<file path="src/rtl/aud_dsp.sv">
// aud_dsp: playback sample generator between the external SRAM and the I2S DAC serializer.
// Emits one sample per rising DACLRCK in normal, fast (decimate), slow-hold or slow-interpolate mode.
module aud_dsp #(
    parameter int ADDR_W = 20,
    parameter int DATA_W = 16
) (
    input  logic              i_clk,
    input  logic              i_rst_n,
    input  logic              i_daclrck,
    input  logic              i_start,
    input  logic              i_pause,
    input  logic              i_stop,
    input  logic              i_fast,
    input  logic              i_slow_0,
    input  logic              i_slow_1,
    input  logic [2:0]        i_speed,
    input  logic [ADDR_W-1:0] i_end_addr,
    input  logic [DATA_W-1:0] i_sram_data,
    output logic [ADDR_W-1:0] o_sram_addr,
    output logic [DATA_W-1:0] o_dac_data,
    output logic              o_en,
    output logic              o_done
);
    localparam int CALC_W = DATA_W + 4;

    typedef enum logic [1:0] {ST_IDLE, ST_RUN, ST_PAUSE} state_t;
    typedef enum logic [1:0] {M_NORMAL, M_FAST, M_SLOW0, M_SLOW1} mode_t;

    state_t                   state_q, state_d;
    mode_t                    mode_q, mode_d, mode_cur;
    logic [ADDR_W-1:0]        addr_q, addr_d;
    logic [2:0]               cnt_q, cnt_d, spd_q, spd_d, cnt_use;
    logic [DATA_W-1:0]        prev_q, prev_d, dac_q, dac_d;
    logic                     last_q, last_d, en_q, en_d, done_q, done_d, lrck_q;
    logic                     tick, param_chg, cnt_wrap, advance, overflow;
    logic [3:0]               n_val;
    logic [ADDR_W:0]          step, addr_sum;
    logic signed [CALC_W-1:0] cur_x, prev_x, diff_x, mul_x, div_x, prod_x, quo_x, interp_x;

    assign tick      = i_daclrck & ~lrck_q;
    assign n_val     = {1'b0, i_speed} + 4'd1;
    assign param_chg = (mode_cur != mode_q) || (i_speed != spd_q);
    assign cnt_use   = param_chg ? 3'd0 : cnt_q;
    assign cnt_wrap  = (cnt_use == i_speed);

    // N = 1 collapses every mode to normal playback.
    always_comb begin
        mode_cur = M_NORMAL;
        if (i_speed != 3'd0) begin
            if (i_fast)        mode_cur = M_FAST;
            else if (i_slow_1) mode_cur = M_SLOW1;
            else if (i_slow_0) mode_cur = M_SLOW0;
        end
    end

    always_comb begin
        case (mode_cur)
            M_FAST:           step = (ADDR_W+1)'(n_val);
            M_SLOW0, M_SLOW1: step = cnt_wrap ? (ADDR_W+1)'(1) : '0;
            default:          step = (ADDR_W+1)'(1);
        endcase
    end

    // One extra adder bit so an advance past the top of the address space is still seen as overflow.
    assign addr_sum = {1'b0, addr_q} + step;
    assign advance  = (step != '0);
    assign overflow = advance && (addr_sum > {1'b0, i_end_addr});

    // Signed division truncates toward zero, giving exact integer results for every N.
    assign cur_x    = {{(CALC_W-DATA_W){i_sram_data[DATA_W-1]}}, i_sram_data};
    assign prev_x   = {{(CALC_W-DATA_W){prev_q[DATA_W-1]}}, prev_q};
    assign mul_x    = {{(CALC_W-3){1'b0}}, cnt_use} + {{(CALC_W-1){1'b0}}, 1'b1};
    assign div_x    = {{(CALC_W-4){1'b0}}, n_val};
    assign diff_x   = cur_x - prev_x;
    assign prod_x   = diff_x * mul_x;
    assign quo_x    = prod_x / div_x;
    assign interp_x = prev_x + quo_x;

    always_comb begin
        state_d = state_q;
        mode_d  = mode_q;
        spd_d   = spd_q;
        addr_d  = addr_q;
        cnt_d   = cnt_q;
        prev_d  = prev_q;
        last_d  = last_q;
        dac_d   = dac_q;
        en_d    = en_q;
        done_d  = 1'b0;

        case (state_q)
            ST_IDLE: begin
                en_d   = 1'b0;
                dac_d  = '0;
                addr_d = '0;
                if (!i_stop && i_start) begin
                    state_d = ST_RUN;
                    cnt_d   = '0;
                    prev_d  = '0;
                    last_d  = 1'b0;
                end
            end

            ST_RUN: begin
                if (i_stop) begin
                    state_d = ST_IDLE;
                    addr_d  = '0;
                    last_d  = 1'b0;
                    en_d    = 1'b0;
                    dac_d   = '0;
                end else if (i_pause) begin
                    state_d = ST_PAUSE;
                    en_d    = 1'b0;
                    dac_d   = '0;
                end else if (tick) begin
                    if (last_q) begin
                        state_d = ST_IDLE;
                        done_d  = 1'b1;
                        en_d    = 1'b0;
                        dac_d   = '0;
                        addr_d  = '0;
                        last_d  = 1'b0;
                    end else begin
                        en_d   = 1'b1;
                        mode_d = mode_cur;
                        spd_d  = i_speed;
                        dac_d  = i_sram_data;
                        cnt_d  = '0;
                        if (mode_cur == M_SLOW0 || mode_cur == M_SLOW1) begin
                            cnt_d = cnt_wrap ? 3'd0 : cnt_use + 3'd1;
                        end
                        if (mode_cur == M_SLOW1) begin
                            dac_d = interp_x[DATA_W-1:0];
                            if (cnt_wrap) prev_d = i_sram_data;
                        end
                        if (overflow)     last_d = 1'b1;
                        else if (advance) addr_d = addr_sum[ADDR_W-1:0];
                    end
                end
            end

            ST_PAUSE: begin
                en_d  = 1'b0;
                dac_d = '0;
                if (i_stop) begin
                    state_d = ST_IDLE;
                    addr_d  = '0;
                    last_d  = 1'b0;
                end else if (i_start) begin
                    state_d = ST_RUN;
                end
            end

            default: begin
                state_d = ST_IDLE;
                en_d    = 1'b0;
                dac_d   = '0;
                addr_d  = '0;
            end
        endcase
    end

    always_ff @(posedge i_clk or negedge i_rst_n) begin
        if (!i_rst_n) begin
            state_q <= ST_IDLE;
            mode_q  <= M_NORMAL;
            spd_q   <= '0;
            addr_q  <= '0;
            cnt_q   <= '0;
            prev_q  <= '0;
            last_q  <= 1'b0;
            dac_q   <= '0;
            en_q    <= 1'b0;
            done_q  <= 1'b0;
            lrck_q  <= 1'b0;
        end else begin
            state_q <= state_d;
            mode_q  <= mode_d;
            spd_q   <= spd_d;
            addr_q  <= addr_d;
            cnt_q   <= cnt_d;
            prev_q  <= prev_d;
            last_q  <= last_d;
            dac_q   <= dac_d;
            en_q    <= en_d;
            done_q  <= done_d;
            lrck_q  <= i_daclrck;
        end
    end

    assign o_sram_addr = addr_q;
    assign o_dac_data  = dac_q;
    assign o_en        = en_q;
    assign o_done      = done_q;

endmodule

</file>
<file path="config.mk">
export PLATFORM = sky130hd
export DESIGN_NAME = aud_dsp
export DESIGN_NICKNAME = d
export VERILOG_FILES = /design/src/rtl/aud_dsp.sv
export SDC_FILE = /design/constraint.sdc
export NUM_CORES = 1
export LEC_CHECK = 0
export BUFFER_PORTS_ARGS = -buffer_cell sky130_fd_sc_hd__buf_4
export CAP_MARGIN = 40
export CORE_UTILIZATION = 59
export CTS_BUF_LIST = sky130_fd_sc_hd__clkbuf_4
export DETAILED_ROUTE_END_ITERATION = 12
export PLACE_DENSITY = 0.84
export SLEW_MARGIN = 10
export SYNTH_ARGS = -nofsm -noshare
export SYNTH_HDL_FRONTEND = slang
export SYNTH_SLANG_ARGS = --single-unit
export TNS_END_PERCENT = 10
</file>
<file path="constraint.sdc">
create_clock -name i_clk -period 45.3 [get_ports i_clk]
set_input_delay 9.06 -clock i_clk [delete_from_list [all_inputs] [get_ports i_clk]]
set_output_delay 9.06 -clock i_clk [all_outputs]
set_load 0.01 [all_outputs]
</file>
==> insert_results.sql, run 1 <==
INSERT INTO impl_metrics (metric_group, metric, value, unit) VALUES
('cts', 'clock_tree.root_cell', 'clkbuf_4', ''),
('global_routing', 'maximum_number_of_pins_on_one_net_before_global_route_repair', '67', ''),
('cts', 'cts_buffer_depth', '2', ''),
('place', 'detailed_place.area', '22200', 'sq um'),
('synthesis', 'synth_top_flop_cell', 'dfrtp_1', ''),
('synthesis', 'mappedNetlistNets', '2357', ''),
('die', 'floorplan.rows', '59', ''),
('synthesis', 'synthesis.area_per_instance', '7.46', 'sq um'),
('die', 'die_y', '165', 'um'),
('synthesis', 'seq_area_frac_synth', '10.5', '%'),
('cts', 'cts_hold_buf', '0', ''),
('global_routing', 'grt_pass1_vias', '29600', ''),
('synthesis', 'flops_latches_synth', '66', ''),
('place', 'number_of_buffer_cells_added_on_primary_ports', '85', ''),
('place', 'hpwl', '54.0', 'mm'),
('synthesis', 'synth_top_area_cell', 'ha_1', ''),
('synthesis', 'ys_top_cells_by_area', 'ha_1 (14%), dfrtp_1 (11%), nor2_1 (5.4%)', ''),
('synthesis', 'yosysUniqueCellTypes', '117', ''),
('cts', 'cts.htree.levels', '3', ''),
('die', 'die_width', '165', 'um'),
('synthesis', 'synth_edf_count', '0', ''),
('synthesis', 'post_synth_inst_count', '2102', ''),
('cts', 'numCtsBuffers', '9', ''),
('run_status', 'failing_step', '5_1_grt', ''),
('synthesis', 'yosys_warnings', '0', ''),
('run_status', 'run_status', 'aborted with a tool error', ''),
('global_routing', 'global_route_wire_length_before_repair', '185', 'mm'),
('cts', 'cts.sinks', '66', ''),
('synthesis', 'asyncSetResetFlopFracSynth', '100', '%'),
('die', 'start_util', '60.2', '%'),
('global_routing', 'globalRouteOverflowTotal', '532', ''),
('die', 'io_pins', '86', ''),
('run_status', 'flow.first_error', '[ERROR GRT-0116] Global routing finished with congestion. Check the congestion regions in the DRC Viewer.', ''),
('synthesis', 'post_synthesis_instance_area', '15700', 'sq um'),
('synthesis', 'post-synth-top-area-fraction', '13.7', '%'),
('place', 'gp_congestion', '0.961', ''),
('global_routing', 'grt_use_total', '88.2', '%');
-- metal layers --
metal  track usage [%]  overflow
met5              52.3         0
met3              78.1        18
met2               102       319
met4              93.1       175
met1              83.9        20
-- synth_stat cells (14+ instances only) --
cell type and instances:
a211o_1 14, a211oi_1 14, a21o_1 55, a21oi_1 125, a22o_1 19, a31oi_1 15
and2_1 24, and3_1 20, clkbuf_1 35, dfrtp_1 66, fa_1 35, ha_1 172
inv_1 144, mux2_2 18, mux2i_1 22, nand2_1 163, nand2b_1 46, nand3_1 66
nand4_1 28, nor2_1 224, nor2b_1 34, nor3_1 67, nor4_1 27, o211ai_1 23
o21a_1 42, o21ai_0 130, o21bai_1 14, o31ai_1 28, or2_2 17, or3_1 30
xnor2_1 92, xor2_1 53
-- kinds of logic after synthesis --
family,count (synthesis),synth area share (%)
and+or+nand+nor,815,26.6
AOI/OAI and AO/OA,625,28.3
adders and majority gates,207,18.2
buffers and inverters,199,5.06
xor gates and xnor gates,148,8.48
DFF,66,10.5
muxes,42,2.86
-- stage by stage --
stage / setup TNS, ns / setup slack (ns) / std cells / hold WS [ns] / utilization [%]
after CTS: -52.70 / -4.30 / 3285 / 0.515 / 91.0
after detailed placement: -89.52 / -6.57 / 3156 / 0.488 / 85.4
after global placement: -31.48 / -2.83 / 3153 / 0.462 / 85.1
after floorplan: -73.29 / -5.59 / 2102 / 0.466 / -
-- repair_timing --
item | CTS
resized for setup | 91
setup buffers | 113
setup endpoints to repair | 16
pin swaps | 123
==> inputs of run 2 (changes only) <==
- CORE_UTILIZATION: 59 -> 40
- CTS_BUF_LIST: sky130_fd_sc_hd__clkbuf_4 -> default
- PLACE_DENSITY: 0.84 -> default
- PLACE_DENSITY_LB_ADDON: default -> 0.15
- clock period: 45.3 -> 58.9 ns (I/O delays scaled with it)
==> run 2 against run 1 <==
The run now ends clean. Area after synthesis unchanged. Synthesized cell count stayed put.
==> insert_results.sql, run 2 <==
INSERT INTO impl_metrics (metric_group, metric, value, unit) VALUES
('critical_path', 'regToRegSetupSlack', '13.96', 'ns'),
('synthesis', 'mappedNetlistNets', '2357', ''),
('sta', 'period_utilisation_layout', '95.0', '%'),
('sta', 'maxSlewHeadroom', '40.5', '%'),
('cts', 'worstSkewPairLatency', '0.33', 'ns'),
('layout', 'finalNetCount', '2493', ''),
('sta', 'tightestPinTransition', '0.884', 'ns'),
('synthesis', 'seq_area_frac_synth', '10.5', '%'),
('critical_path', 'critPathMaxFanout', '9', ''),
('global_routing', 'grt_use_total', '23.8', '%'),
('synthesis', 'flops_latches_synth', '66', ''),
('global_routing', 'grt_pass1_vias', '15000', ''),
('layout', 'multiInputGateArea', '13600', 'sq um'),
('detailed_routing', 'avgViaCountPerCell', '5.80', ''),
('cts', 'cts_hold_buf', '0', ''),
('detailed_routing', 'route.detailed.wl_per_inst', '17.4', 'um'),
('cts', 'cts.sinks', '66', ''),
('critical_path', 'cp_slowest_stage_delay', '0.56', 'ns'),
('critical_path', 'crit_path_top_delay_cell', 'or4_4', ''),
('critical_path', 'cp_common_cell', 'o21a_1', ''),
('min_path', 'hp-class', 'flip-flop to flip-flop', ''),
('cts', 'cts_buffer_depth', '2', ''),
('critical_path', 'startpoint_type', 'input port', ''),
('min_path', 'timing.hold.worst_path_depth', '2', ''),
('detailed_routing', 'drt-total-wl', '48.0', 'mm'),
('cts', 'numCtsBuffers', '9', ''),
('critical_path', 'setup.worst_path.end_class', 'flip-flop', ''),
('min_path', 'min_delay_worst_endpoint', 'o_dac_data[1]', ''),
('die', 'floorplan.rows', '72', ''),
('place', 'detailed_place.area', '17300', 'sq um'),
('synthesis', 'yosysUniqueCellTypes', '117', ''),
('synthesis', 'post-synth-top-area-fraction', '13.7', '%'),
('layout', 'finished_layout_cell_area', '18200', 'sq um'),
('layout', 'area_growth', '15.9', '%'),
('synthesis', 'synth_top_area_cell', 'ha_1', ''),
('die', 'core_area', '38600', 'sq um'),
('cts', 'tritoncts', 'done', ''),
('cts', 'clock_tree.root_cell', 'clkbuf_16', ''),
('synthesis', 'cell_with_the_most_instances_after_synthesis', 'nor2_1', ''),
('critical_path', 'critPathBufInv', '7', ''),
('critical_path', 'r2r_end', 'o_dac_data[15]', ''),
('synthesis', 'asyncSetResetFlopFracSynth', '100', '%'),
('synthesis', 'post_synth_inst_count', '2102', ''),
('synthesis', 'synth_common_cells', 'nor2_1 (224), ha_1 (172), nand2_1 (163), inv_1 (144), o21ai_0 (130)', ''),
('place', 'hpwl', '39.4', 'mm'),
('critical_path', 'cpLargestDelayFamily', 'compound AO/OA/AOI/OAI gates', ''),
('detailed_routing', 'vias', '16000', ''),
('synthesis', 'ys_top_cells_by_area', 'ha_1 (14%), dfrtp_1 (11%), nor2_1 (5.4%)', ''),
('die', 'io_pins', '86', ''),
('detailed_routing', 'dr.pass1.iters', '5', ''),
('global_routing', 'maximum_number_of_pins_on_one_net_before_global_route_repair', '60', ''),
('layout', 'final_common_cell', 'nor2_1', ''),
('sta', 'timing_max_transition_violations_final', '0', ''),
('die', 'die_y', '200', 'um'),
('global_routing', 'grt_antenna_before_repair', '0', ''),
('critical_path', 'timing_worst_setup_path_type', 'input port to flip-flop', ''),
('synthesis', 'yosys_warnings', '0', ''),
('sta', 'fin_skew', '0.00595', 'ns'),
('synthesis', 'synth_edf_count', '0', ''),
('detailed_routing', 'detail_route.drc_violations', '0', ''),
('sta', 'setup_viol_count_final', '0', ''),
('synthesis', 'synthesis.area_per_instance', '7.46', 'sq um'),
('cts', 'cts.htree.levels', '3', ''),
('critical_path', 'crit_required', '59.17', 'ns'),
('min_path', 'beginning_of_the_worst_hold_path', 'o_dac_data[1]', ''),
('layout', 'seqCellArea', '1650', 'sq um'),
('layout', 'ant_cells', '0', ''),
('die', 'die_width', '200', 'um'),
('layout', 'fillerInstances', '3860', ''),
('run_status', 'run_status', 'finished clean', ''),
('global_routing', 'global_route_wire_length_before_repair', '77.8', 'mm'),
('critical_path', 'worst_r2r_startpoint', 'prev_q[1]', ''),
('detailed_routing', 'drt.antenna.violating_nets', '0', ''),
('global_routing', 'globalRouteOverflowTotal', '0', ''),
('synthesis', 'post_synthesis_instance_area', '15700', 'sq um'),
('die', 'die_area', '40000', 'sq um'),
('synthesis', 'synth_top_flop_cell', 'dfrtp_1', ''),
('sta', 'period_needed', '55.94', 'ns'),
('critical_path', 'critical_path_at', '56.21', 'ns'),
('layout', 'most-common-layout-cells', 'nor2_1 (214), buf_4 (175), ha_1 (169), nand2_1 (160), inv_1 (144)', ''),
('layout', 'largest_reg_flops', '20', ''),
('die', 'start_util', '40.6', '%'),
('run', 'cap_viol_max_count', '0', ''),
('place', 'gp_congestion', '0.926', ''),
('detailed_routing', 'initialDrtViolationCount', '842', ''),
('cts', 'clk_transition_reported_paths', '0.05', 'ns'),
('critical_path', 'timing.reg2reg.worst_path_depth', '232', ''),
('layout', 'final_layout_size_suffix_gt1_share', '16.4', '%'),
('sta', 'final-hold-violation-count', '0', ''),
('place', 'number_of_buffer_cells_added_on_primary_ports', '85', ''),
('sta', 'fmax', '17.9', 'MHz');
## run 2: final cells by class
class | instances | share of cell area [%]
Sequential cell | 66 | 9.08
Inverter | 144 | 2.97
Multi-Input combinational cell | 1837 | 75.0
Clock buffer | 13 | 1.49
Timing Repair Buffer | 180 | 7.73
Tap cell | 518 | 3.56
Clock inverter | 2 | 0.193
## run 2: how the worst max path moves through the flow
| stage | depth (start not counted) | from | slack (ns) | to |
|---|---|---|---|---|
| after floorplan | 239 | i_speed[0] | 1.13 | o_dac_data[15] |
| after detailed placement | 227 | i_speed[0] | -0.85 | o_dac_data[15] |
| final | 232 | i_sram_data[1] | 2.96 | o_dac_data[15] |
| after CTS | 227 | i_speed[0] | 0.1 | o_dac_data[15] |
| after global placement | 225 | i_speed[0] | 0.54 | o_dac_data[15] |
| after global routing | 237 | i_sram_data[1] | -0.32 | o_dac_data[15] |
## run 2: kinds of logic after synthesis
logic type	after synthesis	synth area share, %
flops	66	10.5
xor+xnor	148	8.48
buf+inv	199	5.06
mux	42	2.86
simple gates	815	26.6
compound gates	625	28.3
fa+ha+maj	207	18.2
## run 2: layer usage
layer	vias up	global-route usage (%)	wire length, um
met4	0	4.07	633
li1	7993	-	-
met1	7607	35.5	24600
met5	-	0	0
met3	44	1.76	1850
met2	374	37.5	20900
## run 2: metrics by stage
stage / TNS (ns) / setup slack (ns) / hold WS (ns) / instances / util, %
2_1_floorplan: 0 / 1.13 / 0.466 / 2102 / -
5_1_grt: -0.584 / -0.324 / 0.502 / 2760 / 47.1
3_5_place_dp: -2.56 / -0.853 / 0.468 / 2717 / 44.8
4_1_cts: 0 / 0.0989 / 0.481 / 2732 / 45.6
3_3_place_gp: 0 / 0.537 / 0.461 / 2713 / 44.6
6_report: 0 / 2.96 / 0.478 / 2760 / 47.1
## run 2: what timing repair did
item,4_1_cts,5_1_grt
setup endpoints to repair,5,16
buffers inserted,0,28
resized for setup,7,87
pin swaps,0,19
## run 2: worst reg2reg max path: cells and delay by family, from the launching register on
family | cells | cell delay [ns]
buffers and inverters | 7 | 0.83
adder cells (fa/ha/maj) | 26 | 7.94
AND/OR/NAND/NOR | 75 | 13.40
AO/OA/AOI/OAI | 113 | 19.41
multiplexers | 8 | 2.18
flip-flops | 1 | 0.44
XOR/XNOR | 3 | 0.70
Power of run 2 is not shown: default switching activity piles up to over one toggle a cycle in this logic, so the estimate is an artifact.
==> inputs of run 3 (changes only) <==
- CORE_UTILIZATION: 40 -> 45
==> run 3 against run 2 <==
Sequential cell count unchanged. Design area decreased by 0.36%. Clock-buffer cell count fell by 1. First-iteration DRC count up 28%. Cell count shrank 2.4%. Maximum frequency about the same. Global-route usage grew 2.2 points. Register-to-register slack about the same. Sequential share of layout area barely moved. Clock skew about the same. Highest routed layer unchanged.
==> insert_results.sql, run 3 (same netlist as run 2, synthesis figures left out) <==
INSERT INTO impl_metrics (metric_group, metric, value, unit) VALUES
('critical_path', 'critical_path_at', '56.18', 'ns'),
('critical_path', 'critPathBufInv', '9', ''),
('layout', 'final_layout_size_suffix_gt1_share', '16.4', '%'),
('critical_path', 'cp_slowest_stage_delay', '0.56', 'ns'),
('layout', 'ant_cells', '0', ''),
('layout', 'final_cell_count_no_fill', '2695', ''),
('cts', 'tritoncts', 'done', ''),
('cts', 'numCtsBuffers', '9', ''),
('detailed_routing', 'drt-total-wl', '47.6', 'mm'),
('sta', 'final-hold-violation-count', '0', ''),
('layout', 'finalNetCount', '2490', ''),
('cts', 'clk_transition_reported_paths', '0.06', 'ns'),
('die', 'die_width', '189', 'um'),
('place', 'hpwl', '38.8', 'mm'),
('die', 'die_area', '35600', 'sq um'),
('sta', 'maxSlewHeadroom', '39.1', '%'),
('place', 'gp_congestion', '0.919', ''),
('global_routing', 'grt_antenna_before_repair', '0', ''),
('global_routing', 'grt_pass1_vias', '15100', ''),
('sta', 'fin_skew', '0.00625', 'ns'),
('critical_path', 'startpoint_type', 'input port', ''),
('layout', 'most-common-layout-cells', 'nor2_1 (212), buf_4 (173), ha_1 (168), nand2_1 (159), inv_1 (141)', ''),
('die', 'core_area', '34500', 'sq um'),
('critical_path', 'crit_path_top_delay_cell', 'or4_4', ''),
('cts', 'clock_tree.root_cell', 'clkbuf_16', ''),
('detailed_routing', 'drt.antenna.violating_nets', '0', ''),
('place', 'placed_cells_incl_taps', '2650', ''),
('cts', 'worstSkewPairLatency', '0.33', 'ns'),
('critical_path', 'crit_required', '59.11', 'ns'),
('layout', 'fillerInstances', '3354', ''),
('cts', 'cts_buffer_depth', '2', ''),
('sta', 'fmax', '17.9', 'MHz'),
('layout', 'area_growth', '15.5', '%'),
('run_status', 'run_status', 'finished clean', ''),
('detailed_routing', 'avgViaCountPerCell', '6.01', ''),
('run', 'cap_viol_max_count', '0', ''),
('critical_path', 'cpLargestDelayFamily', 'compound AO/OA/AOI/OAI gates', ''),
('detailed_routing', 'detail_route.drc_violations', '0', ''),
('die', 'start_util', '45.5', '%'),
('cts', 'cts.sinks', '66', ''),
('die', 'die_y', '189', 'um'),
('critical_path', 'cp_common_cell', 'ha_1', ''),
('die', 'floorplan.rows', '68', ''),
('global_routing', 'grt_use_total', '26.0', '%'),
('critical_path', 'critPathMaxFanout', '12', ''),
('critical_path', 'setup.worst_path.end_class', 'flip-flop', ''),
('sta', 'period_utilisation_layout', '95.0', '%'),
('detailed_routing', 'vias', '16200', ''),
('detailed_routing', 'dr.pass1.iters', '5', ''),
('sta', 'tightestPinTransition', '0.905', 'ns'),
('global_routing', 'maximum_number_of_pins_on_one_net_before_global_route_repair', '57', ''),
('sta', 'setup_viol_count_final', '0', ''),
('sta', 'period_needed', '55.97', 'ns'),
('layout', 'largest_reg_flops', '20', ''),
('detailed_routing', 'initialDrtViolationCount', '1081', ''),
('min_path', 'hp-class', 'flip-flop to flip-flop', ''),
('layout', 'final_common_cell', 'nor2_1', ''),
('sta', 'timing.hold.ws', '0.473', 'ns'),
('global_routing', 'global_route_wire_length_before_repair', '76.5', 'mm'),
('sta', 'timing_max_transition_violations_final', '0', ''),
('place', 'number_of_buffer_cells_added_on_primary_ports', '85', ''),
('detailed_routing', 'route.detailed.wl_per_inst', '17.7', 'um'),
('die', 'io_pins', '86', ''),
('global_routing', 'globalRouteOverflowTotal', '0', ''),
('critical_path', 'timing_worst_setup_path_type', 'input port to flip-flop', ''),
('cts', 'cts.htree.levels', '3', '');
run 3: metal layers:
metal | global-route usage, % | routed length, um | part of all wire, %
met4 | 6.61 | 1150 | 2.4
met3 | 2.38 | 2550 | 5.4
met2 | 42.2 | 21300 | 45
met1 | 36.8 | 22600 | 48
met5 | 0 | 0 | 0
run 3: layout make-up:
type | count | area (sq um) | area share [%]
clock buffer | 12 | 256 | 1.42
clock inverter | 4 | 50.0 | 0.276
inverter | 144 | 547 | 3.02
multi-input combinational | 1837 | 13700 | 75.4
sequential | 66 | 1650 | 9.11
tap | 455 | 569 | 3.14
timing repair buffer | 177 | 1390 | 7.68
run 3: worst paths after layout:
check                      cells past startpoint       start  slack (ns)              to
setup reg to reg                             237   prev_q[1]       13.97  o_dac_data[15]
max in group asynchronous                      2     i_rst_n       47.07        cnt_q[2]
setup / recovery                             230  i_speed[0]        2.93  o_dac_data[15]
hold / removal                                 2        o_en        0.47            o_en
hold reg to reg                                2        o_en        0.47            o_en
min in group asynchronous                      1     i_rst_n       11.30  o_sram_addr[9]
run 3: repair_timing:
action,CTS,global route
setup endpoints to repair,5,16
pin swaps,0,18
resized for setup,10,88
hold buffers,0,0
setup buffers,0,29
run 3: metrics by stage:
stage	area, sq um	TNS (ns)	setup WS, ns	util (%)
after floorplan	15700	0	1.13	-
after global placement	17100	0	0.506	49.7
after detailed placement	17200	-3.65	-1.01	49.9
after CTS	17500	0	0.0554	50.9
after global routing	18100	-1.00	-0.391	52.6
final	18100	0	2.93	52.6
run 3: tightest hold or removal path: cells and delay by family, from the launching register on:
kind             cells  cell delay (ns)
DFF                  1             0.34
and+or+nand+nor      2             0.10
Power of run 3 is left out for the same reason.
